## src/rtl/k051962_plane_shifter_pkg.sv

```systemverilog
// Shared types and sizes for the k051962 per-layer pixel serializer.
// A pixel travels through the window as {palette, colour index}.
package k051962_pkg;

    localparam int TILE_W = 8;
    localparam int WIN_W  = 16;
    localparam int FINE_W = 3;

    typedef struct packed {
        logic [3:0] pal;
        logic [3:0] pix;
    } pixel_t;

endpackage

```

## src/rtl/k051962_plane_shifter_unpack.sv

```systemverilog
// Splits one packed 4bpp tile row into eight pixels, tagging each with the tile
// palette and applying the combined per-tile / whole-screen horizontal flip.
module tile_nibble_unpack
    import k051962_pkg::*;
(
    input  logic [31:0]              ROM_D,
    input  logic [7:0]               COL,
    input  logic                     FLIPX_EN,
    input  logic                     FLIP_SCREEN,
    output pixel_t [TILE_W-1:0]      o_new
);

    logic w_flip;
    logic w_col_unused;

    // A screen flip mirrors every tile, so it cancels a per-tile flip.
    assign w_flip       = (COL[0] & FLIPX_EN) ^ FLIP_SCREEN;
    assign w_col_unused = ^COL[3:1];

    for (genvar j = 0; j < TILE_W; j++) begin : g_pix
        logic [3:0] w_fwd;
        logic [3:0] w_rev;
        assign w_fwd          = ROM_D[31-4*j -: 4];
        assign w_rev          = ROM_D[31-4*(TILE_W-1-j) -: 4];
        assign o_new[j].pal   = COL[7:4];
        assign o_new[j].pix   = w_flip ? w_rev : w_fwd;
    end

endmodule

```

## src/rtl/k051962_plane_shifter.sv

```systemverilog
// 16-entry pixel window fed one tile at a time; the output tap position is the
// fine scroll latched at the last tile load, so larger FINE scrolls left.
module k051962_plane_shifter
    import k051962_pkg::*;
(
    input  logic              clk_24M,
    input  logic              nRES,
    input  logic              CE_6M,
    input  logic              LOAD,
    input  logic [31:0]       ROM_D,
    input  logic [7:0]        COL,
    input  logic              FLIPX_EN,
    input  logic              FLIP_SCREEN,
    input  logic [FINE_W-1:0] FINE,
    input  logic              HBLANK,
    output logic [3:0]        PIX,
    output logic [3:0]        PAL,
    output logic              OPAQUE
);

    pixel_t [WIN_W-1:0]  r_sr;
    pixel_t [TILE_W-1:0] w_new;
    pixel_t              w_tap;
    logic [FINE_W-1:0]   r_fine_q;
    logic [3:0]          r_pix;
    logic [3:0]          r_pal;
    logic                r_opaque;

    tile_nibble_unpack u_unpack (
        .ROM_D       (ROM_D),
        .COL         (COL),
        .FLIPX_EN    (FLIPX_EN),
        .FLIP_SCREEN (FLIP_SCREEN),
        .o_new       (w_new)
    );

    assign w_tap = r_sr[{1'b0, r_fine_q}];

    always_ff @(posedge clk_24M or negedge nRES) begin
        if (!nRES) begin
            r_sr     <= '0;
            r_fine_q <= '0;
            r_pix    <= '0;
            r_pal    <= '0;
            r_opaque <= 1'b0;
        end else if (CE_6M) begin
            r_pix    <= HBLANK ? 4'd0 : w_tap.pix;
            r_pal    <= HBLANK ? 4'd0 : w_tap.pal;
            r_opaque <= ~HBLANK & (w_tap.pix != 4'd0);
            for (int i = 0; i < WIN_W-1; i++)
                r_sr[i] <= r_sr[i+1];
            r_sr[WIN_W-1] <= '0;
            // Loads still happen in blanking so the first visible tile is ready.
            if (LOAD) begin
                for (int j = 0; j < TILE_W; j++)
                    r_sr[TILE_W+j] <= w_new[j];
                r_fine_q <= FINE;
            end
        end
    end

    assign PIX    = r_pix;
    assign PAL    = r_pal;
    assign OPAQUE = r_opaque;

endmodule

```

## config.mk

```make
export PLATFORM = sky130hd
export DESIGN_NAME = k051962_plane_shifter
export DESIGN_NICKNAME = d
export VERILOG_FILES = /design/src/rtl/k051962_plane_shifter_pkg.sv /design/src/rtl/k051962_plane_shifter_unpack.sv /design/src/rtl/k051962_plane_shifter.sv
export SDC_FILE = /design/constraint.sdc
export NUM_CORES = 1
export LEC_CHECK = 0
export CORE_UTILIZATION = 62
export DETAILED_ROUTE_END_ITERATION = 6
export PLACE_DENSITY = 0.84
export SKIP_CTS_REPAIR_TIMING = 1
export SYNTH_ARGS = -nofsm -noshare
export SYNTH_HDL_FRONTEND = slang
export SYNTH_HIERARCHICAL = 1
export SYNTH_SLANG_ARGS = --single-unit
export TNS_END_PERCENT = 10
```

## constraint.sdc

```tcl
create_clock -name clk_24M -period 4.9 [get_ports clk_24M]
set_input_delay 0.98 -clock clk_24M [delete_from_list [all_inputs] [get_ports clk_24M]]
set_output_delay 0.98 -clock clk_24M [all_outputs]
set_load 0.02 [all_outputs]
```

## Word level (Yosys, flattened, before mapping)

Cells that the tools add are included.

- Muxes and demuxes: 13
- Shift-type cells: 0
- Order comparisons: 1
- Reductions and logical operators: 2
- Equal/unequal tests: 0
- Div/mod/pow operators: 0
- $add $sub $neg: 0
- Multipliers: 0
- Bitwise gates (word level): 4

Operator list:

| operator | number |
|---|---|
| 2-to-1 mux 64 bit | 1 |
| 2-to-1 mux 4 bit | 10 |
| binary-select mux 8 bit (select 3 bit) | 1 |
| 2-to-1 mux 8 bit | 1 |
| < comparator 3 x 5 -> 1 bit (second input constant) | 1 |
| nonzero test 4 bit | 1 |
| bitwise AND 1 bit | 2 |
| AND reduction 2 bit | 1 |
| NOT 1 bit | 1 |
| bitwise XOR 1 bit | 1 |

- ROM bits: 0
- Output and inout bits: 9
- Bits in latches: 0
- RAM bits: 0
- Memories kept: 0
- Flip-flop bits (word level): 140

## Logic depth before layout (Yosys ltp)

Gate-level depths: netlist (run 1).

- Depth in word-level cells: 4
- Gate-level depth with buffers: 6
- Mapped depth without buffers: 5

## Modules after synthesis

Netlist (run 1), hierarchy kept.

By module, submodules not included:

| module | cells an instance | seq. area each (sq um) | area each (sq um) | instances |
|---|---|---|---|---|
| k051962_plane_shifter | 479 | 3503.4 | 6180.9 | 1 |
| tile_nibble_unpack | 69 | 0.0 | 654.4 | 1 |

## Least setup slack after synthesis (run 1)

Ideal clock, no wire load.

- Kind: input to register
- Start: input port COL[0]
- End: register r_sr[67] (netlist bit)
- Arrival time: 2.036 ns
- Required time: 4.763 ns
- Setup time: 0.137 ns
- Path slack: 2.727 ns
- Cell stages on the path: 6
- Buffers on the path: 1
- Path through: nand2_1 -> xor2_2 -> buf_6 -> mux2_2 -> mux2i_1 -> a21oi_1

RTL lines:

| element | RTL line | source |
|---|---|---|
| start, declared | k051962_plane_shifter.sv:11 | `input logic [7:0] COL,` |
| end signal, assigned by index | k051962_plane_shifter.sv:51 | `r_sr[i] <= r_sr[i+1];` |
| end signal, assigned by index | k051962_plane_shifter.sv:56 | `r_sr[TILE_W+j] <= w_new[j];` |
| end, declared | k051962_plane_shifter.sv:21 | `pixel_t [WIN_W-1:0] r_sr;` |

## Worst setup path after layout (run 1)

- Start: register r_opaque (netlist: OPAQUE)
- End: output port OPAQUE

RTL lines:

| element | RTL line | source |
|---|---|---|
| start, declared | k051962_plane_shifter.sv:27 | `logic r_opaque;` |
| start signal, assigned | k051962_plane_shifter.sv:49 | `r_opaque <= ~HBLANK & (w_tap.pix != 4'd0);` |
| end, declared | k051962_plane_shifter.sv:18 | `output logic OPAQUE` |

No word-level cell between the ends.

==> impl_results.md, run 1 <==
* Slew Viols, Final at 0
* Final TNS setup at 0 ps
* Commonest non-fill, non-tap cell in the layout: dfrtp_1
* Worst Setup Start Kind: flip-flop
* FILL cells at about 640
* Die area at 11400 µm²
* Cell count after synthesis at 548
* Class of the worst hold path: flip-flop to flip-flop
* TritonCTS buffer count at 17
* Slew @ Worst Pin at 1030 ps
* DR DRC count at 0
* Critical-path cell list: clkdlybuf4s50_1
* GRT Overall Usage at 22.8%
* Slew margin rel. at 31.4%
* Detail Route Antenna Nets at 0
* Vias at just over 4k
* P&R area growth vs syn at 13.5%
* Req. time, crit path at 3920 ps
* DRT Pass-1 Iters at 4
* Tmin final at 2490 ps
* Yosys top cell by area: dfrtp_1
* Syn Std Cell Area at about 6800 µm²
* YS warnings at 6
* Max incr delay on CP at 620 ps
* Status: finished, final reports clean
* Vias in the first global route at 4257
* Routability-driven placement congestion ratio at 0.730
* H-tree depth at 4
* Critical path peak fanout at 2
* Maxcap violations at 0
* DR vias/cell at 5.79
* Final HPWL DP at 7.31 mm
* Final setup fails at 0
* Clock Tree Root: clkbuf_8
* Final clock skew at 5.05 ps
* Worst path top cell family by delay: buffers and inverters
* Fin Hold WS at 504 ps
* Pwr/cell area at 472 nW/µm²
* Ports at a little under 60
* Port buffer count at 55
* Buf+Inv Stages, Crit Path at 1
* Commonest cells after routing, fill and taps aside: 140 x dfrtp_1, 97 x mux2_2, 64 x mux2i_1
* Share of post-route cells with drive strength above 1 at 24.4%
* Synth Flop Type: dfrtp_1
* Clock buffer depth at 2
* Post-synth EDFFs at 0
* Top-area cell type share of the netlist area at about 50%
* Initial Util at between 60 and 70%
* Die Height at 107 µm
* # diodes at 0
* Storage element area at 3500 µm²
* Drt initial violations at a little under 200
* Synth async-reset ratio at 100%
* Setup crit end kind: primary output
* Final hold vios at 0
* Initial antenna violation count at 0
* Top cells by area, synth: dfrtp_1 51%, mux2_2 16%, mux2i_1 9.4%, a21oi_1 4.1%, mux4_1 3.8%
* Avg WL per Cell at 17.2 µm
* CTS tree: done
* Peak supply drop at 0.000208 V
* Seq/Total Area, Yosys at between 50% and 60%
* Worst-Skew Late Latency at 510 ps
* Crit path max-delay cell type: clkdlybuf4s50_1
* FP Rows at 37
* R2R Setup Slk at 2490 ps
* RSZ-0062 raised after global routing: false
* Seq cells post-synth at 140
* Syn Area/Cell at 12.5 µm²
* Die Wd at between 100 and 150 µm
* Grt ovf at 0
* Nets at 606
* Clock sinks at 140
* Multi-input gate area at 2820 µm²
* CP Class: flip-flop to primary output
* Worst-path clk slew at 60 ps
* CP arrival at 1510 ps
* Tcrit/Tclk final at 50.8%
* Post-Route WL at 12.1 mm
* Synth cell types at 24
* First-pass GRT wire length at 20.1 mm
* Post-Syn Nets at ~600
* Fmax at 402 MHz
* Static leakage at 3.27 nW
* Core Box Area at between 10000 and 15000 µm²
* Largest net degree at the start of global routing at 145
## per-layer routing
| layer | track usage [%] | part of all wire [%] |
|---|---|---|
| met1 | 28.3 | 43 |
| met2 | 39.2 | 51 |
| met3 | 4.32 | 3.7 |
| met4 | 9.30 | 1.9 |
| met5 | 0 | 0 |
## flip-flops by register name, indices dropped and copies added, names as in the netlist
register and flops:
r_sr 128, r_fine_q 3, PIX 4, PAL 4, OPAQUE 1
## Yosys cell counts, types with 2 or more instances
master    number
nand2_1        2
mux4_2         6
a21oi_1       56
buf_4         32
buf_6          4
mux2_1         2
o22ai_1        8
dfrtp_1      140
mux2i_1       64
mux4_1        10
nand3_1        8
inv_1         17
mux2_2        97
nor2_1        56
buf_2         15
o21ai_0        8
clkbuf_1      15
buf_1          2
## kinds of logic after synthesis
kind of cell | Yosys count | share of synthesized area (%)
multiplexers | 179 | 31.5
flip-flops | 140 | 51.3
buffers and inverters | 87 | 7.50
AO/OA/AOI/OAI | 74 | 5.64
AND/OR/NAND/NOR | 67 | 3.86
XOR/XNOR | 1 | 0.238
## final timing paths
check	from	to	cells past startpoint
max	OPAQUE	OPAQUE	1
min	r_sr[5]	r_sr[5]	1
max reg2reg	r_fine_q[0]	OPAQUE	4
min reg2reg	r_sr[5]	r_sr[5]	1
max in group asynchronous	nRES	r_sr[76]	2
min in group asynchronous	nRES	r_sr[107]	1
## metrics by stage
step           std cells  cell area, µm²  setup slack (ps)  utilization (%)  power, mW
6_report             705            7760              2410             73.8       3.66
5_1_grt              705            7760              2350             73.8       3.81
4_1_cts              705            7760              2400             73.8       3.68
3_5_place_dp         673            7150              2060             68.0       2.36
3_3_place_gp         673            7150              2120             68.0       2.29
2_1_floorplan        548            6840              2730                -       2.14
## layout make-up
type	count	share of cell area, %
sequential	140	45.1
multi-input combinational	321	36.3
timing repair buffer	59	7.59
clock buffer	27	6.59
tap	136	2.19
clock inverter	5	1.32
inverter	17	0.822
## power breakdown
group	switching [mW]	internal [mW]	total [mW]
Sequential	0.210	1.44	1.65
Clock	0.452	0.857	1.31
Combinational	0.278	0.426	0.704
(Power assumes the default switching activity.)
==> run 2: changes to the inputs <==
- CORE_UTILIZATION: 62 -> 52
- PLACE_DENSITY: 0.84 -> 0.75
- clock period: 4.9 -> 2.1 ns (I/O delays scaled with it)
==> run 2 against run 1 <==
Net effect:
- clock skew hardly changed
- non-clock buffer count is 14 higher
- global-route usage is 3.1 points lower
- final area is 2.8% higher
- cell count is 7.1% higher
- highest routed layer unchanged
==> impl_results.md, run 2 (synthesis gave the netlist of run 1 again) <==
* Status: finished, final reports clean
* Max incr delay on CP at about 570 ps
* Slew @ Worst Pin at 690 ps
* Clock sinks at 140
* WHS Endpoint: OPAQUE
* DR DRC count at 0
* GRT Overall Usage at 19.7%
* Hold depth at 2
* Peak supply drop at 0.000404 V
* Critical-path cell list: buf_12 -> mux4_1 -> mux2i_1 -> a41o_1 -> o21ai_1
* Die Wd at 117 µm
* Final clock skew at about 5.6 ps
* Largest net degree at the start of global routing at 60
* Switch Pwr at 2.25 mW
* Sw Ratio at 26.6%
* Cell count of the worst reg-to-reg path at 5
* Setup crit end kind: flip-flop
* DRT Pass-1 Iters at 4
* H-tree depth at 4
* Die area at 13600 µm²
* Post-Route WL at 12.0 mm
* Crit path max-delay cell type: mux4_1
* Port buffer count at 55
* Routability-driven placement congestion ratio at about 0.71
* Grt ovf at 0
* Detail Route Antenna Nets at 0
* Initial antenna violation count at 0
* Die Height at roughly 120 µm
* Worst-Skew Late Latency at 420 ps
* DR vias/cell at 5.48
* Maxcap violations at 0
* Clock share of power at 34.8%
* Comb power frac at about a fifth
* Class of the worst hold path: input port to flip-flop
* Core Util, Final at 62.7%
* Ports at 59
* Req. time, crit path at 2390 ps
* Worst-path clk slew at 50 ps
* Pwr/cell area at 1060 nW/µm²
* Clock Tree Root: clkbuf_16
* Final setup fails at 0
* Slew Viols, Final at 0
* RSZ-0062 raised after global routing: false
* R2R Setup Slk at 200 ps
* Vias at 4138
* CTS tree: done
* Vias in the first global route at 4185
* Tcrit/Tclk final at 90.6%
* Static leakage at approximately 3.4 nW
* Commonest cells after routing, fill and taps aside: 140 x dfrtp_1, 97 x mux2_2, 64 x mux2i_1
* Hold path start: CE_6M
* First-pass GRT wire length at 20.1 mm
* TritonCTS buffer count at 17
* Largest register by flop count: r_sr
* Max reg flops at 128
* Drt initial violations at 231
* Avg WL per Cell at around 16 µm
* Final hold vios at 0
* Place WS at -64.3 ps
* Initial Util at 53.7%
* Fmax at 525 MHz
* FP Rows at slightly above 40
* Critical path peak fanout at 16
* Slew margin rel. at 54.0%
* FILL cells at between 900 and 1k
* R2R Path Start: r_fine_q[0]
* CP arrival at 2190 ps
* # diodes at 0
* Worst Setup Start Kind: flip-flop
* P_int at 6.22 mW
* P&R area growth vs syn at 16.7%
* Share of post-route cells with drive strength above 1 at 26.6%
* Clock buffer depth at 2
* Final WS setup at 197 ps
* Register share of total power at between 40% and 50%
* FF-to-FF End: OPAQUE
* Core Box Area at between 10000 and 15000 µm²
* Commonest non-fill, non-tap cell in the layout: dfrtp_1
* Tmin final at 1900 ps
* CP Class: flip-flop to flip-flop
* Nets at slightly above 600
* Final HPWL DP at ~7.6 mm
## run 2: cell type report
class	instances	area, µm²	share of cell area [%]
clock inverters	11	118	1.47
inverters	17	63.8	0.800
multi-input cells	321	2820	35.3
well taps	172	215	2.70
clock buffers	21	470	5.90
flip-flops and latches	140	3500	43.9
repair buffers	73	788	9.88
## run 2: worst max path at each step
stage / cells after the start / end / slack [ps] / from
4_1_cts: 5 / OPAQUE / 200 / r_fine_q[0]
3_3_place_gp: 7 / r_sr[81] / -10 / COL[0]
5_1_grt: 5 / OPAQUE / 150 / r_fine_q[0]
2_1_floorplan: 6 / r_sr[67] / 490 / COL[0]
6_report: 5 / OPAQUE / 200 / r_fine_q[0]
3_5_place_dp: 7 / r_sr[75] / -60 / COL[0]
## run 2: power by group through the flow
stage | sequential [mW] | combinational [mW] | clock (mW)
floorplan | 3.72 | 1.27 | 0
global placement | 3.77 | 1.66 | 0
detailed placement | 3.82 | 1.72 | 0
CTS | 3.79 | 1.75 | 3.01
global route | 3.89 | 1.88 | 3.14
finish | 3.79 | 1.73 | 2.95
## run 2: stage by stage
stage	power [mW]	hold slack (ps)	TNS [ps]	instances	cell area (µm²)
6_report	8.47	431	0	755	7980
4_1_cts	8.55	-79.2	0	754	7970
5_1_grt	8.91	451	0	755	7980
2_1_floorplan	4.98	124	0	548	6840
3_5_place_dp	5.54	370	-260	722	7380
3_3_place_gp	5.43	360	-10.4	722	7380
## run 2: critical path, delay by kind of cell (launching register included)
kind,cells,cell delay [ps]
AO/OA/AOI/OAI,2,310
flip-flops,1,390
buffers and inverters,1,190
multiplexers,2,880
## run 2: routing by layer
layer,up-vias,part of all wire [%],GRT usage (%)
met3,21,4.4,5.29
met5,-,0,0
met1,2077,46,25.5
met4,0,2.1,8.78
met2,76,48,31.2
li1,1964,-,-
